**src/rtl/adc_serial_pkg.sv**
```systemverilog
// Shared constants for the ADC serial transmitter: default sample and
// frame widths, and the frame FSM state encoding.
package adc_serial_pkg;

  localparam int DATA_W_DEF  = 12;
  localparam int FRAME_W_DEF = 16;

  localparam logic [1:0] ST_IDLE  = 2'd0;
  localparam logic [1:0] ST_LOAD  = 2'd1;
  localparam logic [1:0] ST_SHIFT = 2'd2;
  localparam logic [1:0] ST_TAIL  = 2'd3;

endpackage

```
**src/rtl/adc_serial_tx_fifo.sv**
```systemverilog
// Small sample buffer between producer and the frame FSM.
// Ports: clk, reset (async, active-low), push/din, pop, full, empty, head.
module sample_fifo #(
  parameter int DATA_W     = 12,
  parameter int FIFO_DEPTH = 2
) (
  input  logic              clk,
  input  logic              reset,
  input  logic              push,
  input  logic [DATA_W-1:0] din,
  input  logic              pop,
  output logic              full,
  output logic              empty,
  output logic [DATA_W-1:0] head
);

  localparam int AW = (FIFO_DEPTH > 1) ? $clog2(FIFO_DEPTH) : 1;
  localparam logic [AW:0] FULL_CNT = (AW+1)'(FIFO_DEPTH);

  logic [DATA_W-1:0] mem [FIFO_DEPTH];
  logic [AW-1:0]     wr_ptr;
  logic [AW-1:0]     rd_ptr;
  logic [AW:0]       count;
  logic              do_push;
  logic              do_pop;

  assign full    = (count == FULL_CNT);
  assign empty   = (count == '0);
  assign head    = mem[rd_ptr];
  assign do_push = push & ~full;
  assign do_pop  = pop & ~empty;

  always_ff @(posedge clk) begin
    if (do_push) mem[wr_ptr] <= din;
  end

  always_ff @(posedge clk or negedge reset) begin
    if (!reset) begin
      wr_ptr <= '0;
      rd_ptr <= '0;
      count  <= '0;
    end else begin
      if (do_push) wr_ptr <= wr_ptr + 1'b1;
      if (do_pop)  rd_ptr <= rd_ptr + 1'b1;
      unique case ({do_push, do_pop})
        2'b10:   count <= count + 1'b1;
        2'b01:   count <= count - 1'b1;
        default: count <= count;
      endcase
    end
  end

endmodule

```
**src/rtl/adc_serial_tx.sv**
```systemverilog
// Converter-side transmitter of the ADC serial link: buffers samples and
// shifts {zeros, sample} MSB first on SCLK falls while CS is low.
// Ports: clk, reset (async, active-low), data_in/data_valid/data_ready,
//   CS, SCLK (async pins), SDATA, busy, tx_done_tick, abort_tick,
//   underrun_tick.
module adc_serial_tx
  import adc_serial_pkg::*;
#(
  parameter int DATA_W      = DATA_W_DEF,
  parameter int FRAME_W     = FRAME_W_DEF,
  parameter int FIFO_DEPTH  = 2,
  parameter int SYNC_STAGES = 2
) (
  input  logic              clk,
  input  logic              reset,
  input  logic [DATA_W-1:0] data_in,
  input  logic              data_valid,
  output logic              data_ready,
  input  logic              CS,
  input  logic              SCLK,
  output logic              SDATA,
  output logic              busy,
  output logic              tx_done_tick,
  output logic              abort_tick,
  output logic              underrun_tick
);

  localparam int CW    = $clog2(FRAME_W);
  localparam int PAD_W = FRAME_W - DATA_W;
  localparam logic [CW-1:0] LAST_BIT = CW'(FRAME_W - 1);

  logic [SYNC_STAGES-1:0] cs_sync;
  logic [SYNC_STAGES-1:0] sclk_sync;
  logic                   cs_q;
  logic                   sclk_q;
  logic                   cs_now;
  logic                   sclk_now;
  logic                   cs_fall;
  logic                   cs_rise;
  logic                   sclk_fall;

  logic [1:0]         state;
  logic [CW-1:0]      bit_cnt;
  logic [FRAME_W-2:0] shreg;
  logic [DATA_W-1:0]  last_word;
  logic [DATA_W-1:0]  load_word;
  logic [FRAME_W-1:0] frame_word;

  logic              fifo_full;
  logic              fifo_empty;
  logic [DATA_W-1:0] fifo_head;
  logic              fifo_pop;

  // Idle-high reset values keep a released reset from faking an edge.
  always_ff @(posedge clk or negedge reset) begin
    if (!reset) begin
      cs_sync   <= '1;
      sclk_sync <= '1;
      cs_q      <= 1'b1;
      sclk_q    <= 1'b1;
    end else begin
      cs_sync   <= {cs_sync[SYNC_STAGES-2:0], CS};
      sclk_sync <= {sclk_sync[SYNC_STAGES-2:0], SCLK};
      cs_q      <= cs_now;
      sclk_q    <= sclk_now;
    end
  end

  assign cs_now    = cs_sync[SYNC_STAGES-1];
  assign sclk_now  = sclk_sync[SYNC_STAGES-1];
  assign cs_fall   = cs_q & ~cs_now;
  assign cs_rise   = ~cs_q & cs_now;
  assign sclk_fall = sclk_q & ~sclk_now;

  assign data_ready = ~fifo_full;
  assign busy       = (state != ST_IDLE);
  assign fifo_pop   = (state == ST_LOAD);

  // An empty buffer resends the previous sample.
  assign load_word  = fifo_empty ? last_word : fifo_head;
  assign frame_word = {{PAD_W{1'b0}}, load_word};

  sample_fifo #(
    .DATA_W     (DATA_W),
    .FIFO_DEPTH (FIFO_DEPTH)
  ) u_fifo (
    .clk   (clk),
    .reset (reset),
    .push  (data_valid),
    .din   (data_in),
    .pop   (fifo_pop),
    .full  (fifo_full),
    .empty (fifo_empty),
    .head  (fifo_head)
  );

  always_ff @(posedge clk or negedge reset) begin
    if (!reset) begin
      state         <= ST_IDLE;
      bit_cnt       <= '0;
      shreg         <= '0;
      last_word     <= '0;
      SDATA         <= 1'b1;
      tx_done_tick  <= 1'b0;
      abort_tick    <= 1'b0;
      underrun_tick <= 1'b0;
    end else begin
      tx_done_tick  <= 1'b0;
      abort_tick    <= 1'b0;
      underrun_tick <= 1'b0;
      unique case (state)
        ST_IDLE: begin
          SDATA <= 1'b1;
          if (cs_fall) state <= ST_LOAD;
        end
        ST_LOAD: begin
          last_word     <= load_word;
          underrun_tick <= fifo_empty;
          if (cs_rise) begin
            state      <= ST_IDLE;
            SDATA      <= 1'b1;
            abort_tick <= 1'b1;
          end else begin
            shreg   <= frame_word[FRAME_W-2:0];
            SDATA   <= frame_word[FRAME_W-1];
            bit_cnt <= '0;
            state   <= ST_SHIFT;
          end
        end
        ST_SHIFT: begin
          if (cs_rise) begin
            state      <= ST_IDLE;
            SDATA      <= 1'b1;
            abort_tick <= 1'b1;
          end else if (sclk_fall) begin
            if (bit_cnt == LAST_BIT) begin
              SDATA        <= 1'b1;
              tx_done_tick <= 1'b1;
              state        <= ST_TAIL;
            end else begin
              bit_cnt <= bit_cnt + 1'b1;
              SDATA   <= shreg[FRAME_W-2];
              shreg   <= {shreg[FRAME_W-3:0], 1'b0};
            end
          end
        end
        ST_TAIL: begin
          SDATA <= 1'b1;
          if (cs_rise) state <= ST_IDLE;
        end
        default: state <= ST_IDLE;
      endcase
    end
  end

endmodule

```
**config.mk**
```make
export PLATFORM = sky130hd
export DESIGN_NAME = adc_serial_tx
export DESIGN_NICKNAME = d
export VERILOG_FILES = /design/src/rtl/adc_serial_pkg.sv /design/src/rtl/adc_serial_tx_fifo.sv /design/src/rtl/adc_serial_tx.sv
export SDC_FILE = /design/constraint.sdc
export NUM_CORES = 1
export LEC_CHECK = 0
export CAP_MARGIN = 20
export CORE_MARGIN = 2
export CORE_UTILIZATION = 30
export CTS_CLUSTER_SIZE = 8
export DETAILED_ROUTE_END_ITERATION = 16
export PLACE_DENSITY = 0.54
export SETUP_SLACK_MARGIN = 0.2
export SYNTH_ARGS = -nofsm -noshare
export SYNTH_HDL_FRONTEND = slang
export SYNTH_HIERARCHICAL = 1
export SYNTH_SLANG_ARGS = --single-unit
```
**constraint.sdc**
```tcl
create_clock -name clk -period 2.2 [get_ports clk]
set_clock_uncertainty 0.05 [all_clocks]
set_input_delay 0.22 -clock clk [delete_from_list [all_inputs] [get_ports clk]]
set_output_delay 0.22 -clock clk [all_outputs]
set_load 0.1 [all_outputs]
```
# Word level (Yosys, flattened, before mapping)
# Memories as Yosys holds them, arrays and structs flattened.
# Index checks and enable logic that the tools add are counted.
totals:
  output_inout_bits: 6
  inputBits: 17
  mem_bits_ro: 0
  wordCells: 87
  ramBits: 24
  latch_bits: 0
  memories: 1
  regBits: 47
op_classes:
  muxes: 32
  n_shift: 0
  bitwise: 10
  add_sub_neg: 5
  mul: 0
  n_lt_le_gt_ge: 0
  n_eq_ne: 15
  div_mod_pow: 0
  n_reduce_logical: 9
mem_list:
  columns: ["memory", "words", "word_bits", "read_ports", "rd_ports_with_merged_regs", "wr", "line_no", "rtl"]
  rows:
  - ["u_fifo.mem", 2, 12, 1, 0, 1, "adc_serial_tx_fifo.sv:20", "logic [DATA_W-1:0] mem [FIFO_DEPTH];"]
op_table:
  columns: ["op", "count"]
  rows:
  - ["15-bit 2-to-1 mux", 4]
  - ["15-bit one-hot mux with 2 select lines", 1]
  - ["4-bit 2-to-1 mux", 4]
  - ["1-bit 2-to-1 mux", 12]
  - ["12-bit 2-to-1 mux", 1]
  - ["2-bit 2-to-1 mux", 6]
  - ["2-bit inequality test (second input constant)", 6]
  - ["2-bit == test (second input constant)", 4]
  - ["2-bit one-hot mux with 4 select lines", 1]
  - ["4-bit one-hot mux with 2 select lines", 1]
  - ["3-bit inequality test (second input constant)", 2]
  - ["2-bit nonzero test", 3]
  - ["1-bit AND", 5]
  - ["1-bit inverter", 5]
  - ["5-bit AND reduction", 1]
  - ["4-bit by 1-bit adder with 4-bit output (second input constant)", 1]
  - ["2-bit by 1-bit == test with 1-bit output (second input constant)", 2]
  - ["4-bit == test (second input constant)", 1]
  - ["2-bit logical NOT", 2]
  - ["2-bit one-hot mux with 2 select lines", 1]
  - ["4-bit AND reduction", 1]
  - ["2-bit OR reduction", 2]
  - ["1-bit one-hot mux with 3 select lines", 1]
  - ["1-bit adder (second input constant)", 2]
  - ["2 further kinds", 2]

# Longest topological paths before layout
depth:
  ltp_word: 5
  ltp_mapped: 8
  ltp_nobuf: 7

# Cells and area by module
# The synthesis kept the hierarchy.
modules_own_cells:
  columns: ["mod", "area_per_inst_um2", "seq_area_each_um2", "cells_each", "n_inst"]
  rows:
  - ["adc_serial_tx", 2014.4, 1084.8, 207, 1]
  - ["sample_fifo", 1059.8, 820.8, 55, 1]

# Worst setup path before layout
# Ideal clock, no wire load.
synth_path:
  path_type: "register to register"
  from: "reg state[1]"
  to: "reg bit_cnt[2]"
  stages_incl_launch_ff: 8
  period_less_slack_ps: 1699
  path_buffers: 1
  path_slack_ps: 501
  arrival_time_ps: 1571
  t_required_ps: 2072
  setup_ps: 78
  cell_sequence: "dfrtp_1 > inv_1 > ha_1 > and2b_2 > o211ai_1 > buf_2 > or3_1 > a21boi_1"
synth_between:
  elab_chain_cells: 3
  word_cells_on_any_way: 9
  cone_classes: "6 x eq/ne; 1 x mux; 2 x reduce/logical"
synth_rtl:
  columns: ["item", "line_no", "rtl"]
  rows:
  - ["from (decl)", "adc_serial_tx.sv:42", "logic [1:0] state;"]
  - ["from (signal assigned)", "adc_serial_tx.sv:99", "state <= ST_IDLE;"]
  - ["from (signal assigned)", "adc_serial_tx.sv:114", "if (cs_fall) state <= ST_LOAD;"]
  - ["from (signal assigned)", "adc_serial_tx.sv:120", "state <= ST_IDLE;"]
  - ["2-bit by 1-bit == test with 1-bit output (*)", null, null]
  - ["named net fifo_pop", "adc_serial_tx.sv:52", "logic fifo_pop;"]
  - ["2-bit inequality test (no source line) or 2-bit nonzero test (tied branches)", null, null]
  - ["5-bit AND reduction (no source line)", null, null]
  - ["to (signal assigned)", "adc_serial_tx.sv:141", "bit_cnt <= bit_cnt + 1'b1;"]
  - ["to (decl)", "adc_serial_tx.sv:43", "logic [CW-1:0] bit_cnt;"]
# The timed path passes the listed nets; every way through them passes the cells marked *.
# A chain may end at the register's enable or synchronous reset.

# Worst setup path in the final report
# Same ends and word-level chain as after synthesis.

==> flow_summary_export.csv <==
group,metric,value,unit
global_routing,grt_pass1_wl,9110,um
routing,drt_iter0_markers,65,
critical_path,crit_cells,7,
critical_path,cp_max_fo,5,
global_routing,grt_pass1_vias,1933,
place,gp_congestion,0.773,
critical_path,r2r_cells,7,
cts,cts_buffer_depth,2,
critical_path,criticalPathCategory,"register to register",
logic_synthesis,synth-seq-area-share,0.620,
routing,viasPerCell,4.55,
critical_path,r2r-end,"bit_cnt[2]",
logic_synthesis,synth_cells,262,
critical_path,crit_chain,"inv_1 -> ha_1 -> and2b_2 -> o211ai_1 -> buf_4 -> or3_1 -> a21boi_1",
critical_path,r2r_setup_slack,0.30,ns
pwr,switching_share,0.388,
cells_and_area,num_antenna_cells,0,
routing,wirelength,5270,um
pwr,share_comb_of_total_power,0.402,
logic_synthesis,synth_top_cell_area_share,0.326,
logic_synthesis,yosys-top-cells-area,"dfrtp_1 (33%), edfxtp_1 (23%), dfstp_2 (6.0%)",
cells_and_area,instances_no_fill,432,
global_routing,grt_util_all_layers,0.104,
floorplanning,initial_core_util,0.312,
logic_synthesis,synth_edf_count,24,
critical_path,endpoint_kind,"register",
floorplanning,num_rows,36,
logic_synthesis,synth-main-ff-cell,"dfrtp_1",
cells_and_area,area_growth_syn_to_layout,19.7,%
hold_path,hp-start,"CS",
pwr,irDropWorstVdd,0.553,mV
cts,clock_sinks,71,
pwr,leakagePower,1.47,nW
sta,setup_viol_count_final,0,
critical_path,reg2reg_from,"state[1]",
hold_path,hp-class,"input port to register",
floorplanning,dieArea,11100,um^2
routing,ant_nets,0,
critical_path,crit_start,"state[1]",
pwr,p_per_area,1370,nW/um^2
critical_path,cp_top_family,"simple AND/OR/NAND/NOR gates",
logic_synthesis,ys_warn_count,6,
logic_synthesis,syn_nets,285,
logic_synthesis,synth.distinct_cells,38,
cts,cts_made_buffers,9,
routing,drc_errors,0,
sta,max_slew.worst_pin.slew,0.607,ns
pwr,p_clk_frac,0.190,
logic_synthesis,syn_area,3070,um^2
pwr,p_switching,0.00196,W
floorplanning,die_x,105,um
floorplanning,fp.dieH,105,um
logic_synthesis,yosysMostFrequentCell,"dfrtp_1",
critical_path,cp_data_required_time,2.42,ns
logic_synthesis,ys_seq_elements,71,
critical_path,path_buf_inv,2,
logic_synthesis,async_flop_share,0.662,
routing,drt-wirelength-per-cell,12.2,um
logic_synthesis,synth_area_per_cell,11.7,um^2
sta,rsz0062_at_grt,"false",
sta,finalCriticalPeriod,1.90,ns
routing,vias,1964,
cells_and_area,fin_nets,317,
critical_path,cpPeakStageDelay,0.45,ns
cts,htreeDepth,3,
critical_path,crit_path_start_kind,"register",
cts,clk_pin_slew,0.09,ns
global_routing,grt_max_degree,48,
routing,first_pass_iters,4,
sta,setup_tns,0,ns
place,detailed_place_hpwl,3450,um
critical_path,cpMaxStageDelayCell,"dfrtp_2",
place,dp.cells,411,
floorplanning,core,9860,um^2
cts,clk_latency,0.35,ns
flow_run,cap_violations,0,
sta,report.final.hold_viol_count,0,
global_routing,grt_overflow_total,0,
sta,maxSlewHeadroom,0.595,
cells_and_area,drive_gt1_frac,0.207,
cts,cts_tree,"done",
pwr,p_int,0.00309,W
logic_synthesis,synth_top_area_cell,"dfrtp_1",
sta,max_freq,527,MHz
critical_path,crit_path_end,"bit_cnt[2]",
logic_synthesis,synth_common_cells,"dfrtp_1 (40), nor2_1 (27), a21oi_1 (25)",
global_routing,antenna_found_initial,0,
critical_path,critPathArrivalTime,2.12,ns
outcome,status,"finished clean",
floorplanning,io_pins,23,
sta,slew_violations,0,
sta,layout_worst_path_cycle_share,0.863,
place,port-buffer-count,22,
pwr,seqPwrFrac,0.409,
cts,root_buffer,"clkbuf_8",
cell usage in the layout, fill, tap and decap left out, drive strengths merged, types with 3 or more instances in the layout:
cell type      count
buf               19
nand3             10
edfxtp            24
clkdlybuf4s50     15
inv                9
ha                 6
dfstp              7
nand4              6
o21ai             18
a21oi             25
xnor2              3
mux2              14
dfrtp             40
nand2b             7
nor2              27
nand2             20
clkbuf             9
mux2i             12
layout make-up:
cell class	instances	area, um^2
fill	974	6190
sequential	71	1910
multi-input combinational	171	1080
timing repair buffer	35	320
tap	133	166
clock buffer	9	124
clock inverter	7	53.8
inverter	6	22.5
power groups by stage:
stage | combinational [W] | sequential [W] | clock (W)
final | 0.00203 | 0.00206 | 0.000958
after CTS | 0.00201 | 0.00207 | 0.000995
after detailed placement | 0.00200 | 0.00209 | 0
after global placement | 0.00197 | 0.00208 | 0
after floorplan | 0.00147 | 0.00213 | 0
after global routing | 0.00226 | 0.00212 | 0.00105
worst min path at each step:
| stage | depth (start not counted) | endpoint | slack [ns] |
|---|---|---|---|
| detailed placement | 0 | cs_sync[1] | 0.30 |
| floorplan | 0 | abort_tick | -0.13 |
| global route | 1 | cs_sync[0] | 0.23 |
| finish | 1 | cs_sync[0] | 0.22 |
| global placement | 0 | sclk_sync[1] | 0.30 |
| CTS | 1 | cs_sync[0] | 0.20 |
repair_timing:
item                                    CTS  global route
hold buffers                              1             0
setup buffers                             0             4
endpoints found under the hold margin    40             0
endpoints found under the setup margin    0            12
resized for setup                         0             6
cells by family (layout without fill, tap and decap cells):
group                    after synthesis  after routing  synth area share
adder cells (fa/ha/maj)                6              6            0.0244
multiplexers                          26             26            0.0904
buffers and inverters                 20             57            0.0285
flip-flops                            71             71             0.620
AO/OA/AOI/OAI                         51             51            0.0908
AND/OR/NAND/NOR                       83             83             0.132
XOR/XNOR                               5              5            0.0142
stage by stage:
step	cell area, um^2	total power [W]	util	hold slack, ns	worst slack (ns)
6_report	3680	0.00505	0.373	0.225	0.301
5_1_grt	3680	0.00543	0.373	0.227	0.196
4_1_cts	3640	0.00507	0.369	0.204	0.269
3_5_place_dp	3450	0.00409	0.350	0.300	0.303
3_3_place_gp	3450	0.00405	0.350	0.295	0.375
2_1_floorplan	3070	0.00360	-	-0.126	0.501
flip-flops by register name, summed over array words and instances (netlist names):
register,cells
sclk_sync,2
u_fifo/rd_ptr,1
u_fifo/wr_ptr,1
underrun_tick,1
cs_sync,2
SDATA,1
abort_tick,1
bit_cnt,4
u_fifo/mem,24
u_fifo/count,2
sclk_q,1
state,2
last_word,12
tx_done_tick,1
shreg,15
cs_q,1
per-layer routing:
metal,part of all wire,vias up,global-route usage,wire (um)
met5,0,-,0,0
met4,0.014,0,0.0514,74
met3,0.038,9,0.0322,200
met2,0.45,27,0.154,2350
met1,0.50,936,0.137,2650
li1,-,992,-,-
worst register-to-register path, delay by kind of cell, from the launching register on:
| family | cells | cell delay (ns) |
|---|---|---|
| and+or+nand+nor | 2 | 0.52 |
| buffers and inverters | 2 | 0.28 |
| AOI/OAI and AO/OA | 2 | 0.30 |
| DFF | 1 | 0.45 |
| adders and majority gates | 1 | 0.22 |
(Power assumes the default switching activity.)
